[config.mk]
export PLATFORM = sky130hd
export DESIGN_NAME = ping_scheduler
export DESIGN_NICKNAME = d
export VERILOG_FILES = /design/src/rtl/ping_scheduler.sv
export SDC_FILE = /design/constraint.sdc
export NUM_CORES = 1
export LEC_CHECK = 0
export CAP_MARGIN = 25
export CORE_MARGIN = 2
export CORE_UTILIZATION = 43
export DETAILED_ROUTE_END_ITERATION = 10
export PLACE_DENSITY = 0.74
export SYNTH_ARGS = -nofsm -noshare
export SYNTH_HDL_FRONTEND = slang
export SYNTH_SLANG_ARGS = --single-unit
[constraint.sdc]
create_clock -name clk -period 3.3 [get_ports clk]
set_input_delay 0.33 -clock clk [delete_from_list [all_inputs] [get_ports clk]]
set_output_delay 0.33 -clock clk [all_outputs]
set_load 0.1 [all_outputs]
[src/rtl/ping_scheduler.sv]
// rtl/ping_scheduler.sv - ultrasonic ping sequencer: trigger, echo timing, timeout, fixed ping period
module ping_scheduler #(
    parameter int TRIG_CYCLES    = 120,
    parameter int TIMEOUT_CYCLES = 360000,
    parameter int PERIOD_CYCLES  = 720000,
    parameter int CW             = 32
) (
    input  logic          clk,
    input  logic          rst_n,
    input  logic          enable,
    input  logic          single_shot,
    input  logic          echo,
    output logic          trig,
    output logic          busy,
    output logic          sample_valid,
    output logic [CW-1:0] echo_cycles,
    output logic          timeout,
    output logic [7:0]    sample_count
);

    localparam int PW = $clog2(PERIOD_CYCLES + 1);
    localparam int TW = $clog2(TIMEOUT_CYCLES + 1);

    if (TRIG_CYCLES < 1 || TRIG_CYCLES + TIMEOUT_CYCLES + 4 >= PERIOD_CYCLES) begin : g_param_check
        $error("ping_scheduler: need TRIG_CYCLES >= 1 and TRIG_CYCLES + TIMEOUT_CYCLES + 4 < PERIOD_CYCLES");
    end

    typedef enum logic [2:0] {
        S_IDLE,
        S_TRIG,
        S_WAIT_RISE,
        S_MEASURE,
        S_HOLDOFF
    } state_t;

    state_t          state_q, state_d;
    logic            echo_meta_q, echo_meta_d;
    logic            echo_s_q, echo_s_d;
    logic            echo_d_q, echo_d_d;
    logic [PW-1:0]   period_cnt_q, period_cnt_d;
    logic [TW-1:0]   to_cnt_q, to_cnt_d;
    logic [CW-1:0]   width_cnt_q, width_cnt_d;
    logic [CW-1:0]   echo_cycles_q, echo_cycles_d;
    logic [7:0]      sample_count_q, sample_count_d;
    logic            trig_q, trig_d;
    logic            sample_valid_q, sample_valid_d;
    logic            timeout_q, timeout_d;

    logic            echo_rise;
    logic            period_end;
    logic            trig_end;
    logic            to_end;

    assign echo_rise  = echo_s_q & ~echo_d_q;
    assign period_end = (period_cnt_q == PW'(PERIOD_CYCLES - 1));
    assign trig_end   = (period_cnt_q == PW'(TRIG_CYCLES - 1));
    assign to_end     = (to_cnt_q == TW'(TIMEOUT_CYCLES - 1));

    // Async reset on every flop so trig drops the moment rst_n falls.
    always_ff @(posedge clk or negedge rst_n) begin
        if (!rst_n) begin
            state_q        <= S_IDLE;
            echo_meta_q    <= 1'b0;
            echo_s_q       <= 1'b0;
            echo_d_q       <= 1'b0;
            period_cnt_q   <= '0;
            to_cnt_q       <= '0;
            width_cnt_q    <= '0;
            echo_cycles_q  <= '0;
            sample_count_q <= '0;
            trig_q         <= 1'b0;
            sample_valid_q <= 1'b0;
            timeout_q      <= 1'b0;
        end else begin
            state_q        <= state_d;
            echo_meta_q    <= echo_meta_d;
            echo_s_q       <= echo_s_d;
            echo_d_q       <= echo_d_d;
            period_cnt_q   <= period_cnt_d;
            to_cnt_q       <= to_cnt_d;
            width_cnt_q    <= width_cnt_d;
            echo_cycles_q  <= echo_cycles_d;
            sample_count_q <= sample_count_d;
            trig_q         <= trig_d;
            sample_valid_q <= sample_valid_d;
            timeout_q      <= timeout_d;
        end
    end

    // Timeout wins over a same-cycle rise in WAIT_RISE; an echo fall wins in MEASURE.
    always_comb begin
        state_d = state_q;
        case (state_q)
            S_IDLE:      if (enable || single_shot) state_d = S_TRIG;
            S_TRIG:      if (trig_end) state_d = S_WAIT_RISE;
            S_WAIT_RISE: begin
                if (to_end)         state_d = S_HOLDOFF;
                else if (echo_rise) state_d = S_MEASURE;
            end
            S_MEASURE:   if (!echo_s_q || to_end) state_d = S_HOLDOFF;
            S_HOLDOFF:   if (period_end) state_d = enable ? S_TRIG : S_IDLE;
            default:     state_d = S_IDLE;
        endcase
    end

    always_comb begin
        echo_meta_d    = echo;
        echo_s_d       = echo_meta_q;
        echo_d_d       = echo_s_q;
        period_cnt_d   = period_cnt_q + PW'(1);
        to_cnt_d       = '0;
        width_cnt_d    = width_cnt_q;
        sample_valid_d = 1'b0;
        timeout_d      = 1'b0;
        echo_cycles_d  = echo_cycles_q;
        sample_count_d = sample_count_q;
        trig_d         = (state_d == S_TRIG);

        if (state_q == S_IDLE || (state_q == S_HOLDOFF && period_end)) begin
            period_cnt_d = '0;
        end

        case (state_q)
            S_TRIG: width_cnt_d = '0;
            S_WAIT_RISE: begin
                to_cnt_d    = to_cnt_q + TW'(1);
                width_cnt_d = CW'(1);
                timeout_d   = to_end;
            end
            S_MEASURE: begin
                to_cnt_d = to_cnt_q + TW'(1);
                if (!echo_s_q) begin
                    sample_valid_d = 1'b1;
                    echo_cycles_d  = width_cnt_q;
                    sample_count_d = sample_count_q + 8'd1;
                end else begin
                    timeout_d = to_end;
                    if (!(&width_cnt_q)) width_cnt_d = width_cnt_q + CW'(1);
                end
            end
            default: ;
        endcase
    end

    assign trig         = trig_q;
    assign busy         = (state_q != S_IDLE);
    assign sample_valid = sample_valid_q;
    assign echo_cycles  = echo_cycles_q;
    assign timeout      = timeout_q;
    assign sample_count = sample_count_q;

endmodule

# Word level (Yosys, flattened, before mapping)
# Index checks and enable logic that the tools add are counted.
# Widths: inputs -> output; s select.
[word_totals]
reg_bits = 120
in_bits = 5
elab_cells = 58
[op_classes]
n_addsub = 4
eq_ne = 10
n_mux = 17
bitwise = 3
reduce_logical = 12
[op_table]
columns = ["op", "count"]
rows = [
  ["$pmux 32 s3", 1],
  ["$mux 32", 2],
  ["$add 32x1->32 const B", 1],
  ["$reduce_and 32->1", 1],
  ["$add 20x1->20 const B", 1],
  ["$eq 20x20->1 const B", 1],
  ["$eq 20x7->1 const B", 1],
  ["$mux 20", 1],
  ["$add 19x1->19 const B", 1],
  ["$eq 19x19->1 const B", 1],
  ["$mux 19", 1],
  ["$mux 3", 6],
  ["$pmux 3 s5", 1],
  ["$add 8x1->8 const B", 1],
  ["$eq 3x1->1 const B", 2],
  ["$eq 3x2->1 const B", 2],
  ["$reduce_bool 3->1", 2],
  ["$mux 1", 4],
  ["$ne 2x2->1 const B", 2],
  ["$eq 3x3->1 const B", 1],
  ["$logic_not 3->1", 1],
  ["$logic_or 1x1->1", 3],
  ["$reduce_and 3->1", 1],
  ["$not 1->1", 2],
  ["other kinds (6)", 6],
]

# Logic depth before layout (Yosys ltp)
[logic_depth]
word_depth = 6
ltp_mapped = 8

# Worst setup path before layout
# Ideal clock, no wire load.
[synth_timing]
kind = "reg-to-reg"
startpoint = "register period_cnt_q[7]"
endpoint = "register period_cnt_q[12]"
setup_time_ns = 0.119
t_arrival_ns = 2.349
t_required_ns = 3.181
slack_ns = 0.832
path_stages_with_launch = 7
period_less_slack_ns = 2.468
path_cell_list = "dfrtp_1 > or4_1 > or4b_4 > or4_4 > a21boi_2 > buf_6 > nor2_1"
[synth_via]
elab_chain_len = 4
word_cells_on_any_way = 5
cone_classes = "1 x add/sub; 1 x eq/ne; 1 x mux; 2 x reduce/logical"
[synth_rtl]
columns = ["element", "line", "text"]
rows = [
  ["from (decl)", "40", "logic [PW-1:0] period_cnt_q, period_cnt_d;"],
  ["from (signal assigned)", "79", "period_cnt_q <= period_cnt_d;"],
  ["parallel branches: the longest is 3 deep, another holds $add 20x1->20", "-", ""],
  ["$mux 20 (*)", "119", "if (state_q == S_IDLE || (state_q == S_HOLDOFF && period_end)) begin"],
  ["via period_cnt_d[12]", "40", ""],
]
# Mark *: on every way through the listed nets, which the timed path passes.
# A chain may end at the register's enable or synchronous reset.

# Worst setup path in the final report
[layout_timing]
startpoint = "register state_q[2]"
endpoint = "output port busy"
[layout_via]
elab_chain_len = 1
[layout_rtl]
columns = ["element", "line", "text"]
rows = [
  ["from (decl)", "36", "state_t state_q, state_d;"],
  ["from (signal assigned)", "75", "state_q <= state_d;"],
  ["$reduce_bool 3->1", "146", "assign busy = (state_q != S_IDLE);"],
  ["to (decl)", "14", "output logic busy,"],
]
# Every way passes these cells.

==> flow_summary.json <==
{
  "antenna_cells": 0,
  "final.period_utilization_pct": 82.61,
  "clk_pin_slew_ns": 0.06,
  "dr.pass1.iters": 6,
  "power_frac_seq_pct": 41.4,
  "io_buffers": 48,
  "drive_above_1_share_pct": 14.66,
  "synth_edf_count": 0,
  "slew_viol_final": 0,
  "core_sq_um": 12720,
  "switchingPower_mw": 0.6917,
  "drt-total-wl_microns": 11810,
  "status": "finished with violations",
  "max_cap_viol_count": 0,
  "syn_avg_cell_area_sq_um": 10.50,
  "pre_cts_ws_ns": 0.6671,
  "wl_per_cell_microns": 15.17,
  "layout_common_cells": "120 x dfrtp_1, 47 x nor2_1, 47 x clkdlybuf4s50_1",
  "fp.dieArea_sq_um": 14020,
  "drc": 0,
  "cp-start-kind": "register",
  "layout_commonest_cell": "dfrtp_1",
  "hold_viol_final": 2,
  "grt_max_degree": 70,
  "hold_path_class": "input port to async pin",
  "cts_setup_buffers": 0,
  "drtAntennaViolNets": 0,
  "synth-seq-area-share_pct": 53.35,
  "yosysWarnings": 0,
  "setup_slack_ns": 0.5740,
  "yosys_most_used_dff": "dfrtp_1",
  "grt-ovfl-total": 0,
  "ctsHoldBuffers": 0,
  "tightest_slew_ns": 1.013,
  "synth_cells": 536,
  "p_per_area_nw_per_um2": 509.1,
  "grt_usage_pct": 17.86,
  "numCtsBuffers": 17,
  "violations": "hold timing",
  "ios": 49,
  "syn_nets": 545,
  "p_sw_share_pct": 19.39,
  "fin_tns_setup_ns": 0,
  "finalCriticalPeriod_ns": 2.726,
  "root_buffer": "clkbuf_16",
  "r2r_cells": 6,
  "clkPwrFrac_pct": 57.6,
  "rows": 41,
  "relSlewSlack_pct": 32.27,
  "ir_drop_v": 0.0003461,
  "area_growth_pct": 24.47,
  "regToRegStartpoint": "period_cnt_q[7]",
  "die_w_microns": 118.4,
  "antenna_found_initial": 0,
  "finClkSkew_ns": 0.01076,
  "clock-sinks": 120,
  "first_global_vias": 4231,
  "grt_pass1_wl_microns": 20330,
  "grt_setup_unrepaired": "false",
  "drtIter0Drc": 245,
  "clockBufferDepth": 2,
  "place_congestion": 0.8162,
  "combPwrFrac_pct": 1.0,
  "worstSkewPairLatency_ns": 0.42,
  "worst-setup-path-type": "register to output port",
  "dp_hpwl_microns": 7811,
  "synth_seq_cells": 120,
  "fin_nets": 603,
  "fill_cells": 1135,
  "timing.rr.end": "period_cnt_q[3]",
  "vias_per_cell": 5.602,
  "critPathCaptureType": "output port",
  "worstSetupEndpoint": "busy",
  "synth_area_sq_um": 5629,
  "clock.fmax_ghz": 0.3668,
  "start_util_pct": 44.25,
  "power.internal_mw": 2.875,
  "p_total_mw": 3.567,
  "crit_start": "state_q[2]",
  "die_h_microns": 118.4,
  "crit_arrival_ns": 2.40,
  "setup_viol": 0,
  "htreeDepth": 4,
  "cts_resized": 0,
  "crit_required_ns": 2.97,
  "holdWs_ns": -0.002155,
  "vias": 4364,
  "crit_fanout": 11,
  "ys_types": 46,
  "reg2reg_slack_ns": 0.66,
  "async_flop_share_pct": 100.0,
  "leakagePower_nw": 2.937,
  "cts_tree": "done"
}
synthesized netlist by cell type (all sizes together), types with 2 or more instances:
cell,n,area [sq um]
and2,6,37.54
o31ai,5,37.54
or4b,2,23.77
nor2,47,176.4
nor4bb,2,20.02
o21bai,2,15.01
nand2,26,97.59
nand4,26,162.7
o21ai,31,155.2
nand2b,4,25.02
a21oi,35,175.2
or4,11,86.33
o211ai,2,15.01
ha,4,50.05
inv,8,30.03
mux2,33,371.6
nor3,12,60.06
buf,4,31.27
nor4b,3,26.28
xnor2,18,157.7
xor2,18,157.7
dfrtp,120,3003
clkbuf,17,63.81
and3,9,56.30
a31oi,2,12.51
and3b,2,17.52
and4,10,87.58
nand3,32,160.2
or2,2,12.51
or3,29,181.4
nor4,2,18.77
nor2b,2,12.51
a31o,3,26.28
power by group through the flow:
stage	Clock [mW]	Combinational (mW)	Sequential, mW
after detailed placement	0	0.0370	1.50
after floorplan	0	0.000940	1.50
after CTS	2.10	0.0370	1.48
after global placement	0	0.0360	1.50
after global routing	2.15	0.0419	1.48
final	2.06	0.0348	1.48
flip-flops by register name (all words and copies together), names as in the netlist:
| register | count |
|---|---|
| echo_cycles | 32 |
| width_cnt_q | 32 |
| period_cnt_q | 20 |
| to_cnt_q | 19 |
| sample_count | 8 |
| state_q | 3 |
| echo_d_d | 1 |
| echo_d_q | 1 |
| echo_meta_q | 1 |
| sample_valid | 1 |
| timeout | 1 |
| trig | 1 |
cells by family (layout without fill, tap and decap cells):
group | after synthesis | in the layout | synth area share, %
buffers and inverters | 29 | 100 | 2.223
flip-flops | 120 | 120 | 53.35
AO/OA/AOI/OAI | 85 | 85 | 8.602
adder cells (fa/ha/maj) | 4 | 4 | 0.8891
AND/OR/NAND/NOR | 228 | 228 | 22.56
multiplexers | 34 | 34 | 6.779
XOR/XNOR | 36 | 36 | 5.601
critical path, stage by stage (launching register included):
cell	delay, ns
dfrtp_1	0.51
or3_1	0.47
clkdlybuf4s50_1	0.99
per-layer routing:
metal / up-vias / GRT usage (%) / part of all wire, % / wire [microns]
met5: - / 0 / 0 / 0
met4: 0 / 6.771 / 1.5 / 180
met3: 18 / 4.730 / 4.2 / 491
met2: 79 / 29.01 / 50 / 5941
met1: 2189 / 22.93 / 44 / 5201
li1: 2078 / - / - / -
through the flow:
| stage | area (sq um) | instances | util, % | hold slack, ns |
|---|---|---|---|---|
| 2_1_floorplan | 5629 | 536 | - | 0.03441 |
| 3_3_place_gp | 6344 | 747 | 49.86 | 0.3349 |
| 3_5_place_dp | 6344 | 747 | 49.86 | 0.3674 |
| 4_1_cts | 7007 | 779 | 55.07 | 0.04185 |
| 5_1_grt | 7007 | 779 | 55.07 | 0.09663 |
| 6_report | 7007 | 779 | 55.07 | -0.002155 |
final cells by class:
| type | instances | area [sq um] | share of cell area [%] |
|---|---|---|---|
| Sequential cell | 120 | 3003 | 42.86 |
| Multi-Input combinational cell | 387 | 2527 | 36.07 |
| Timing Repair Buffer | 60 | 568.0 | 8.107 |
| Clock buffer | 20 | 466.7 | 6.661 |
| Tap cell | 172 | 215.2 | 3.071 |
| Clock inverter | 12 | 196.4 | 2.804 |
| Inverter | 8 | 30.03 | 0.4286 |
worst min path at each step:
stage                                  to  cells after the start  slack (ns)
after global placement           echo_d_d                      0        0.33
final                     echo_cycles[13]                      1      -0.002
after floorplan            echo_cycles[0]                      0        0.03
after CTS                 echo_cycles[11]                      1        0.04
after global routing       echo_cycles[2]                      1         0.1
after detailed placement         echo_d_d                      0        0.37
(Power assumes the default switching activity.)
